**config.mk**
```make
export PLATFORM = sky130hd
export DESIGN_NAME = i2c_cmd_sequencer
export DESIGN_NICKNAME = d
export VERILOG_FILES = /design/src/rtl/i2c_cmd_sequencer.sv
export SDC_FILE = /design/constraint.sdc
export NUM_CORES = 1
export LEC_CHECK = 0
export BUFFER_PORTS_ARGS = -buffer_cell sky130_fd_sc_hd__buf_4
export CORE_UTILIZATION = 27
export DETAILED_ROUTE_END_ITERATION = 16
export PLACE_DENSITY = 0.49
export REMOVE_ABC_BUFFERS = 1
export SLEW_MARGIN = 0
export SYNTH_ARGS = -nofsm -noshare
export SYNTH_HDL_FRONTEND = slang
export SYNTH_SLANG_ARGS = --single-unit
```
**constraint.sdc**
```tcl
create_clock -name clk -period 2.8 [get_ports clk]
set_clock_uncertainty 0.1 [all_clocks]
set_input_delay 0.14 -clock clk [delete_from_list [all_inputs] [get_ports clk]]
set_output_delay 0.14 -clock clk [all_outputs]
set_load 0.01 [all_outputs]
```
**src/rtl/i2c_cmd_sequencer.sv**
```systemverilog
`default_nettype none
//==============================================================================
// Module   : i2c_cmd_sequencer
// Purpose  : Command front-end for an I2C master. Queues register read/write
//            commands from the host and issues them one at a time on the
//            master's go/done handshake. Returns read data on a single-entry
//            response port and guards every transaction with a timeout.
// Revision : 1.0 - initial release
//------------------------------------------------------------------------------
// Ports:
//   clk, rst_n           clock, synchronous active-low reset
//   i_cmd_*/o_cmd_ready  host command push port {rw, slave, reg, wr_data}
//   o_rsp_*/i_rsp_ready  read response port (data + timeout error flag)
//   o_i2c_go, o_rw, o_i2c_slave_addr, o_reg_addr, o_wr_data, o_cycle
//                        request side towards the I2C master
//   i_i2c_done, i_reg_data
//                        completion and read data from the I2C master
//   o_busy               transaction in progress or commands queued
//   o_timeout            sticky timeout flag, cleared by i_clr_timeout
//   o_level              command FIFO occupancy
//==============================================================================
module i2c_cmd_sequencer #(
    parameter int          DEPTH     = 4,
    parameter logic [7:0]  CYCLE_DIV = 8'd50,
    parameter int          GAP       = 2,
    parameter logic [15:0] TIMEOUT   = 16'd20000
) (
    input  logic                       clk,
    input  logic                       rst_n,
    input  logic                       i_cmd_valid,
    output logic                       o_cmd_ready,
    input  logic                       i_cmd_rw,
    input  logic [6:0]                 i_cmd_slave_addr,
    input  logic [7:0]                 i_cmd_reg_addr,
    input  logic [7:0]                 i_cmd_wr_data,
    output logic                       o_rsp_valid,
    input  logic                       i_rsp_ready,
    output logic [7:0]                 o_rsp_data,
    output logic                       o_rsp_err,
    output logic                       o_i2c_go,
    output logic                       o_rw,
    output logic [6:0]                 o_i2c_slave_addr,
    output logic [7:0]                 o_reg_addr,
    output logic [7:0]                 o_wr_data,
    output logic [7:0]                 o_cycle,
    input  logic                       i_i2c_done,
    input  logic [7:0]                 i_reg_data,
    output logic                       o_busy,
    output logic                       o_timeout,
    input  logic                       i_clr_timeout,
    output logic [$clog2(DEPTH):0]     o_level
);

    localparam int c_AW = $clog2(DEPTH);
    localparam int c_LW = c_AW + 1;
    localparam int c_GW = (GAP > 1) ? $clog2(GAP) : 1;
    localparam logic [c_LW-1:0] c_FULL     = c_LW'(DEPTH);
    localparam logic [c_GW-1:0] c_GAP_LAST = c_GW'(GAP - 1);

    typedef enum logic [1:0] {
        S_IDLE = 2'd0,
        S_WAIT = 2'd1,
        S_GAP  = 2'd2
    } state_t;

    // Command FIFO storage, entry = {rw, slave[6:0], reg[7:0], data[7:0]}
    logic [23:0]       r_mem_q [DEPTH];
    logic [c_AW-1:0]   r_wr_ptr_q, w_wr_ptr_d;
    logic [c_AW-1:0]   r_rd_ptr_q, w_rd_ptr_d;
    logic [c_LW-1:0]   r_level_q,  w_level_d;

    state_t            r_state_q,  w_state_d;
    logic [15:0]       r_timer_q,  w_timer_d;
    logic [c_GW-1:0]   r_gap_q,    w_gap_d;

    logic              r_go_q,     w_go_d;
    logic              r_rw_q,     w_rw_d;
    logic [6:0]        r_slave_q,  w_slave_d;
    logic [7:0]        r_reg_q,    w_reg_d;
    logic [7:0]        r_wdata_q,  w_wdata_d;

    logic              r_rsp_valid_q, w_rsp_valid_d;
    logic [7:0]        r_rsp_data_q,  w_rsp_data_d;
    logic              r_rsp_err_q,   w_rsp_err_d;
    logic              r_timeout_q,   w_timeout_d;

    logic              w_push;
    logic              w_pop;
    logic              w_set_timeout;
    logic [23:0]       w_head;

    assign w_head      = r_mem_q[r_rd_ptr_q];
    // Ready depends only on the registered level; a pop in the same cycle
    // does not open a slot for a push while full.
    assign o_cmd_ready = (r_level_q != c_FULL);
    assign w_push      = i_cmd_valid && o_cmd_ready;

    // FIFO storage has no reset; occupancy is tracked by the pointers/level.
    always_ff @(posedge clk) begin
        if (w_push) begin
            r_mem_q[r_wr_ptr_q] <= {i_cmd_rw, i_cmd_slave_addr, i_cmd_reg_addr, i_cmd_wr_data};
        end
    end

    // Next-state and output-register logic
    always_comb begin
        w_state_d     = r_state_q;
        w_timer_d     = r_timer_q;
        w_gap_d       = r_gap_q;
        w_go_d        = r_go_q;
        w_rw_d        = r_rw_q;
        w_slave_d     = r_slave_q;
        w_reg_d       = r_reg_q;
        w_wdata_d     = r_wdata_q;
        w_rsp_valid_d = r_rsp_valid_q;
        w_rsp_data_d  = r_rsp_data_q;
        w_rsp_err_d   = r_rsp_err_q;
        w_pop         = 1'b0;
        w_set_timeout = 1'b0;

        // Host handshake retires the response; a completing read below can
        // only occur while the register is empty, so ordering is harmless.
        if (r_rsp_valid_q && i_rsp_ready) begin
            w_rsp_valid_d = 1'b0;
        end

        case (r_state_q)
            S_IDLE: begin
                // A read waits at the head while an unconsumed response is
                // pending, so its data can never overwrite the old one.
                if ((r_level_q != '0) && !(w_head[23] && r_rsp_valid_q)) begin
                    w_pop     = 1'b1;
                    w_rw_d    = w_head[23];
                    w_slave_d = w_head[22:16];
                    w_reg_d   = w_head[15:8];
                    w_wdata_d = w_head[7:0];
                    w_go_d    = 1'b1;
                    w_timer_d = 16'd0;
                    w_state_d = S_WAIT;
                end
            end
            S_WAIT: begin
                w_timer_d = r_timer_q + 16'd1;
                if (i_i2c_done) begin
                    w_go_d    = 1'b0;
                    w_gap_d   = '0;
                    w_state_d = S_GAP;
                    if (r_rw_q) begin
                        w_rsp_valid_d = 1'b1;
                        w_rsp_data_d  = i_reg_data;
                        w_rsp_err_d   = 1'b0;
                    end
                end else if (r_timer_q == (TIMEOUT - 16'd1)) begin
                    w_go_d        = 1'b0;
                    w_set_timeout = 1'b1;
                    w_gap_d       = '0;
                    w_state_d     = S_GAP;
                    if (r_rw_q) begin
                        w_rsp_valid_d = 1'b1;
                        w_rsp_data_d  = 8'h00;
                        w_rsp_err_d   = 1'b1;
                    end
                end
            end
            S_GAP: begin
                // Keeps go low long enough for the master to see a fresh edge.
                if (r_gap_q == c_GAP_LAST) begin
                    w_state_d = S_IDLE;
                end else begin
                    w_gap_d = r_gap_q + c_GW'(1);
                end
            end
            default: begin
                w_state_d = S_IDLE;
                w_go_d    = 1'b0;
            end
        endcase

        // Sticky flag: a new timeout wins over a simultaneous clear.
        if (w_set_timeout) begin
            w_timeout_d = 1'b1;
        end else if (i_clr_timeout) begin
            w_timeout_d = 1'b0;
        end else begin
            w_timeout_d = r_timeout_q;
        end
    end

    // FIFO pointer/level update (pointers wrap naturally, DEPTH is 2^n)
    always_comb begin
        w_wr_ptr_d = r_wr_ptr_q;
        w_rd_ptr_d = r_rd_ptr_q;
        w_level_d  = r_level_q;
        if (w_push) begin
            w_wr_ptr_d = r_wr_ptr_q + c_AW'(1);
        end
        if (w_pop) begin
            w_rd_ptr_d = r_rd_ptr_q + c_AW'(1);
        end
        case ({w_push, w_pop})
            2'b10:   w_level_d = r_level_q + c_LW'(1);
            2'b01:   w_level_d = r_level_q - c_LW'(1);
            default: w_level_d = r_level_q;
        endcase
    end

    always_ff @(posedge clk) begin
        if (!rst_n) begin
            r_state_q     <= S_IDLE;
            r_timer_q     <= 16'd0;
            r_gap_q       <= '0;
            r_go_q        <= 1'b0;
            r_rw_q        <= 1'b0;
            r_slave_q     <= 7'd0;
            r_reg_q       <= 8'd0;
            r_wdata_q     <= 8'd0;
            r_rsp_valid_q <= 1'b0;
            r_rsp_data_q  <= 8'd0;
            r_rsp_err_q   <= 1'b0;
            r_timeout_q   <= 1'b0;
            r_wr_ptr_q    <= '0;
            r_rd_ptr_q    <= '0;
            r_level_q     <= '0;
        end else begin
            r_state_q     <= w_state_d;
            r_timer_q     <= w_timer_d;
            r_gap_q       <= w_gap_d;
            r_go_q        <= w_go_d;
            r_rw_q        <= w_rw_d;
            r_slave_q     <= w_slave_d;
            r_reg_q       <= w_reg_d;
            r_wdata_q     <= w_wdata_d;
            r_rsp_valid_q <= w_rsp_valid_d;
            r_rsp_data_q  <= w_rsp_data_d;
            r_rsp_err_q   <= w_rsp_err_d;
            r_timeout_q   <= w_timeout_d;
            r_wr_ptr_q    <= w_wr_ptr_d;
            r_rd_ptr_q    <= w_rd_ptr_d;
            r_level_q     <= w_level_d;
        end
    end

    assign o_i2c_go         = r_go_q;
    assign o_rw             = r_rw_q;
    assign o_i2c_slave_addr = r_slave_q;
    assign o_reg_addr       = r_reg_q;
    assign o_wr_data        = r_wdata_q;
    assign o_cycle          = CYCLE_DIV;
    assign o_rsp_valid      = r_rsp_valid_q;
    assign o_rsp_data       = r_rsp_data_q;
    assign o_rsp_err        = r_rsp_err_q;
    assign o_timeout        = r_timeout_q;
    assign o_level          = r_level_q;
    assign o_busy           = (r_state_q != S_IDLE) || (r_level_q != '0);

endmodule
`default_nettype wire
```
Yosys cells after proc, flatten, opt, wreduce, memory -nomap -nowiden:

Memory sizes are Yosys's and may differ from the RTL's. A register that Yosys moved wholly into a read port is not among the register bits.
Index checks and enable logic that the tools add are counted.

* flip-flop bits (word level): 62
* RAM bits: 96
* bits of input ports: 38
* word-level logic and storage cells: 90
* memories: 1

* add/sub/neg operators: 6
* equal/unequal tests: 9
* multiplexer cells: 38
* bitwise gates (word level): 1
* reductions and logical operators: 20

Memories
* r_mem_q: words 4, bits a word 24, rd ports 1, clocked after memory_dff 1, write ports 1, line 67 `logic [23:0] r_mem_q [DEPTH];`

Operators with widths (number)
* $mux 8: 4
* $pmux 16 s2: 1
* $mux 1: 22
* $add 16x1->16 const B: 1
* $eq 16x15->1 const B: 1
* $mux 16: 1
* $mux 2: 6
* $reduce_bool 2->1: 6
* $reduce_and 3->1: 3
* $ne 3x3->1 const B: 2
* $pmux 2 s3: 1
* $pmux 3 s2: 1
* $reduce_and 2->1: 3
* $add 2x1->2 const B: 2
* $eq 2x1->1 const B: 2
* $eq 2x2->1 const B: 2
* $logic_and 1x1->1: 4
* $ne 2x2->1 const B: 2
* $add 3x1->3 const B: 1
* $pmux 1 s3: 1
* $reduce_bool 3->1: 1
* $sub 3x1->3 const B: 1
* $logic_not 2->1: 1
* $pmux 1 s2: 1
* 4 further kinds: 4

Longest topological paths before layout:

Gate-level depths: netlist of the first run.

* depth after elaboration: 7
* depth in mapped cells: 11
* mapped depth without buffers: 9

Worst setup path after synthesis of the first run:

Ideal clock, no wire load.

* path type: register to register
* start point: register with a tool-made name
* end point: register r_level_q[2] (netlist: o_level[2])
* arrival: 2225 ps
* required time: 2630 ps
* setup slack: 405 ps
* stages on the path, launching flop included: 12
* clock period less this slack: 2395 ps
* cell sequence: dfxtp_1 > buf_4 > mux2i_1 > o22a_1 > buf_4 > nand2_1 > inv_2 > ha_1 > fa_1 > xnor2_1 > or3_1 > a21oi_1

RTL lines
* end signal, assigned: line 239 `r_level_q <= w_level_d;`
* end, declared: line 70 `logic [c_LW-1:0] r_level_q, w_level_d;`

==> results of run 1 <==
==> cell type report <==
cell class	instances	area, um2	share of cell area, %
Sequential cell	160	4170	49.8
Timing Repair Buffer	128	1050	12.6
Clock buffer	17	425	5.09
Inverter	8	30.0	0.359
Multi-Input combinational cell	283	2120	25.3
Tap cell	319	399	4.78
Clock inverter	15	169	2.02
==> final timing paths <==
path	startpoint	to	cells past startpoint
min	i_i2c_done	o_i2c_go	4
max reg2reg	flop	o_level[2]	9
min reg2reg	o_i2c_slave_addr[6]	o_i2c_slave_addr[6]	2
max	flop	o_level[2]	9
==> power groups by stage <==
stage               clock (mW)  combinational, mW  sequential [mW]
detailed placement           0               2.07             3.16
finish                    2.31               2.07             3.10
floorplan                    0               1.04             3.26
global route              2.47               2.27             3.15
CTS                       2.37               2.12             3.11
global placement             0               2.04             3.14
==> cell families after synthesis <==
kind of cell | share of synthesized area, %
simple gates | 11.4
compound gates | 9.77
buf+inv | 3.66
flops | 64.2
fa+ha+maj | 1.47
mux | 8.91
other cells | 0.116
xor+xnor | 0.540
==> per-stage QoR <==
stage	std cells	power (mW)	setup TNS [ps]	worst slack [ps]
floorplan	451	4.30	-1410	-669
global placement	862	5.18	0	440
detailed placement	862	5.23	0	357
CTS	930	7.60	0	323
global route	930	7.90	0	165
finish	930	7.49	0	322
==> repair_timing <==
action,CTS,global route
endpoints found under the hold margin,110,0
endpoints found under the setup margin,0,0
hold buffers,36,0
setup buffers,0,0
==> registers in the layout (all words and copies together), names as in the netlist, named ones only <==
| name | flops |
|---|---|
| r_gap_q | 1 |
| o_wr_data | 8 |
| r_rd_ptr_q | 2 |
| o_timeout | 1 |
| r_wr_ptr_q | 2 |
| r_timer_q | 16 |
| o_rsp_data | 8 |
| o_level | 3 |
| o_rsp_valid | 1 |
| o_rw | 1 |
| o_rsp_err | 1 |
| o_reg_addr | 8 |
| o_i2c_slave_addr | 7 |
| r_mem_q | 96 |
| r_state_q | 2 |
| o_i2c_go | 1 |
==> cell usage in the layout, fill, tap and decap left out, types with 8 or more instances in the layout <==
master / synthesis / routed
dlygate4sd3_1: 0 / 36
buf_4: 10 / 92
mux4_2: 23 / 23
nand2b_1: 8 / 8
nand3_1: 34 / 34
a21oi_1: 40 / 40
a311oi_1: 9 / 9
nor2_1: 12 / 12
conb_1: 2 / 8
o21ai_0: 29 / 29
clkbuf_16: 0 / 17
edfxtp_1: 96 / 96
dfxtp_1: 64 / 63
nand2_1: 27 / 27
==> routing by layer <==
metal | wire length [um] | track usage, % | vias to the layer above
met5 | 0 | 0 | -
met4 | 71 | 3.01 | 0
met3 | 686 | 3.61 | 9
met2 | 7680 | 22.6 | 117
met1 | 7200 | 16.2 | 2193
li1 | - | - | 2080
==> critical path: stages, from the launching register on <==
cell,delay [ps]
dfxtp_1,410
mux2i_1,160
o22a_1,260
nand2_1,110
inv_2,100
ha_1,230
fa_1,390
xnor2_1,150
or3_1,330
a21oi_1,160
==> impl_metrics.yaml, run 1 <==
run_status:
  status: "complete, no violations"
yosys:
  synth_warnings: 0
  synthCells: 485
  synth_commonest_cells: "96 x edfxtp_1, 64 x dfxtp_1, 40 x a21oi_1"
  synth_edf_count: 96
  yosys.area.top_type: "edfxtp_1"
  synth_ff_type: "edfxtp_1"
  synth.cell_area_um2: 6490
  synth_area_per_cell_um2: 13.4
  synth_cell_types: 57
  ys_top_cells_by_area: "edfxtp_1 44%, dfxtp_1 20%, mux4_2 8.0%, a21oi_1 3.1%, nand3_1 2.6%"
  ys_ff_latch: 160
  synth_top_area_share_pct: 44.4
  ys_seq_area_share_pct: 64.2
  yosys.cell_count.top_type: "edfxtp_1"
  async_reset_ff_share_pct: 0
cells_and_area:
  final_util_pct: 35.5
  fin_nets: 643
  final_area_um2: 8360
  antenna_cells: 0
  syn_to_final_growth_pct: 28.8
  drive_above_1_share_pct: 26.5
  nFillCells: 2323
place:
  dpl_cell_area_um2: 7400
  place_hpwl_um: 9440
  gp_congestion: 0.778
  port_buffers: 78
hold_path:
  hold_path_class: "in -> reg"
timing:
  period_share_pct: 88.5
  rsz0062_at_grt: "no"
  fmax_ghz: 0.403
  tightest_slew_ps: 544
  slew_viol_final: 0
  whs_ps: 27.8
  period_minus_slack_ps: 2480
  hold_viol_final: 0
  setup_viol: 0
  relSlewSlack_pct: 63.7
pwr:
  power_density_nw_per_um2: 896
  p_leak_nw: 2.90
  power_frac_comb_pct: 27.7
  p_int_mw: 5.09
  power_switching_mw: 2.40
  swShare_pct: 32.1
  clockPowerShare_pct: 30.9
  seq_power_share_pct: 41.4
  ir_worst_vdd_uv: 340
clock_network:
  cts_buffer_depth: 2
  cts_buffers: 17
  cts_tree: "yes"
  cts_resized: 0
  cts.sinks: 160
  clk_pin_slew_ps: 70
  clk_latency_ps: 420
  ctsRootBufferMaster: "clkbuf_16"
  cts_max_level: 4
route:
  antenna_left: 0
  wl_per_cell_um: 16.8
  dr.pass1.iters: 5
  via_count: 4399
  drtIter0Drc: 305
  wl_um: 15600
  drc_errors: 0
  via_per_inst: 4.73
floorplan:
  dieArea_um2: 24700
  core_area_um2: 23500
  fp.dieW_um: 157
  ios: 87
  fp.dieH_um: 157
  start_util_pct: 27.6
  row_count: 56
setup_path:
  cp-end-kind: "flop"
  cp.arrival_ps: 2710
  critical_path_peak_fanout: 8
  critPathKind: "reg -> reg"
  worst-r2r-setup-slack_ps: 320
  start_kind: "flop"
  cp.required_ps: 3030
grt:
  overflow: 0
  antenna_found_initial: 0
  grt_max_degree: 42
  grt_pass1_wl_um: 24000
  globalRouteTotalUtil_pct: 13.1
  grt_pass1_vias: 4454
run:
  drv_cap: 0
Power figures use the tool's default switching activity.
==> run 2: changes to the inputs <==
- MAX_ROUTING_LAYER: unset -> met4
==> impl_metrics.yaml, run 2 (synthesis gave the netlist of run 1 again) <==
route:
  antenna_left: 0
  wl_per_cell_um: 16.8
  drtIter0Drc: 286
  drc_errors: 0
  via_per_inst: 4.73
  wl_um: 15600
  dr.pass1.iters: 4
  via_count: 4395
timing:
  fmax_ghz: 0.405
  tns_ps: 0
  worst_slack_ps: 332
  whs_ps: 29.2
  hold_viol_final: 0
  tightest_slew_ps: 560
  period_share_pct: 88.1
  relSlewSlack_pct: 62.7
  period_minus_slack_ps: 2470
  slew_viol_final: 0
  rsz0062_at_grt: "no"
  setup_viol: 0
floorplan:
  ios: 87
  row_count: 56
  start_util_pct: 27.6
  core_area_um2: 23500
  fp.dieH_um: 157
  dieArea_um2: 24700
  fp.dieW_um: 157
cells_and_area:
  layout_common_cells: "96 x edfxtp_1, 92 x buf_4, 63 x dfxtp_1, 40 x a21oi_1, 36 x dlygate4sd3_1"
  largest_reg_flops: 96
  fin_nets: 643
  regMostFlops: "r_mem_q"
  drive_above_1_share_pct: 26.5
  antenna_cells: 0
  nFillCells: 2323
  final_util_pct: 35.5
  layout_commonest_cell: "edfxtp_1"
  layout_top_registers: "r_mem_q (96), r_timer_q (16)"
  final_area_um2: 8360
  syn_to_final_growth_pct: 28.8
pwr:
  power_frac_comb_pct: 27.7
  p_int_mw: 5.09
  power_switching_mw: 2.40
  clockPowerShare_pct: 30.8
  p_leak_nw: 2.90
  swShare_pct: 32.0
  seq_power_share_pct: 41.5
  power_density_nw_per_um2: 895
  ir_worst_vdd_uv: 339
run:
  drv_cap: 0
setup_path:
  cp.required_ps: 3030
  worst-r2r-setup-slack_ps: 330
  crit_slowest_cell: "dfxtp_1"
  cp_cell_sequence: "mux2i_1 > o22a_1 > nand2_1 > inv_2 > ha_1 > fa_1 > xnor2_1 > or3_1 > a21oi_1"
  critical_path_peak_fanout: 8
  cp-end-kind: "flop"
  start_kind: "flop"
  critPathKind: "reg -> reg"
  slowest_delay_ps: 410
  cp.arrival_ps: 2700
  worst-r2r-cell-count: 9
grt:
  antenna_found_initial: 0
  grt_pass1_wl_um: 24000
  overflow: 0
  globalRouteTotalUtil_pct: 13.5
  grt_max_degree: 42
  grt_pass1_vias: 4453
clock_network:
  cts_buffer_depth: 2
  cts_buffers: 17
  clk_pin_slew_ps: 70
  ctsHoldBuffers: 36
  cts.sinks: 160
  cts_tree: "yes"
  clk_latency_ps: 420
  postCtsSetupBuffers: 0
  ctsRootBufferMaster: "clkbuf_16"
  cts_resized: 0
  cts_max_level: 4
place:
  port_buffers: 78
  dpl_cell_area_um2: 7400
  gp_congestion: 0.789
  preCtsSetupSlack_ps: 357
  place_hpwl_um: 9440
run_status:
  status: "complete, no violations"
hold_path:
  hold_path_depth: 4
  hold_path_class: "in -> reg"
==> run 2: metrics by stage <==
| step | instances | power (mW) |
|---|---|---|
| after global placement | 862 | 5.18 |
| after detailed placement | 862 | 5.23 |
| final | 930 | 7.48 |
| after global routing | 930 | 7.90 |
| after CTS | 930 | 7.60 |
| after floorplan | 451 | 4.30 |
==> run 2: final cells by class <==
type                       count  area, um2  share of cell area [%]
clock buffer                  17        425                    5.09
sequential                   160       4170                    49.8
tap                          319        399                    4.78
timing repair buffer         128       1050                    12.6
inverter                       8       30.0                   0.359
multi-input combinational    283       2120                    25.3
clock inverter                15        169                    2.02
==> run 2: worst paths after layout <==
kind                                     startpoint                   to
worst max-delay path                           flop           o_level[2]
worst max register to register                 flop           o_level[2]
worst min register to register  o_i2c_slave_addr[6]  o_i2c_slave_addr[6]
worst min-delay path                     i_i2c_done             o_i2c_go
==> run 2: power groups by stage <==
stage	clock, mW	combinational [mW]	sequential [mW]
floorplan	0	1.04	3.26
global placement	0	2.04	3.14
detailed placement	0	2.07	3.16
CTS	2.37	2.12	3.11
global route	2.48	2.27	3.15
finish	2.31	2.07	3.10
==> run 2: critical path: cells and delay by family, from the launching register on <==
family	cells	cell delay, ps
adder cells (fa/ha/maj)	2	620
AND/OR/NAND/NOR	2	440
AO/OA/AOI/OAI	2	420
flip-flops	1	410
multiplexers	1	160
XOR/XNOR	1	150
buffers and inverters	1	100
==> run 2: metal layers <==
metal | up-vias | global-route usage [%] | part of all wire, %
met1 | 2176 | 16.5 | 47
li1 | 2082 | - | -
met2 | 133 | 22.5 | 49
met4 | 0 | 3.01 | 0.33
met5 | - | - | 0
met3 | 4 | 3.36 | 3.9
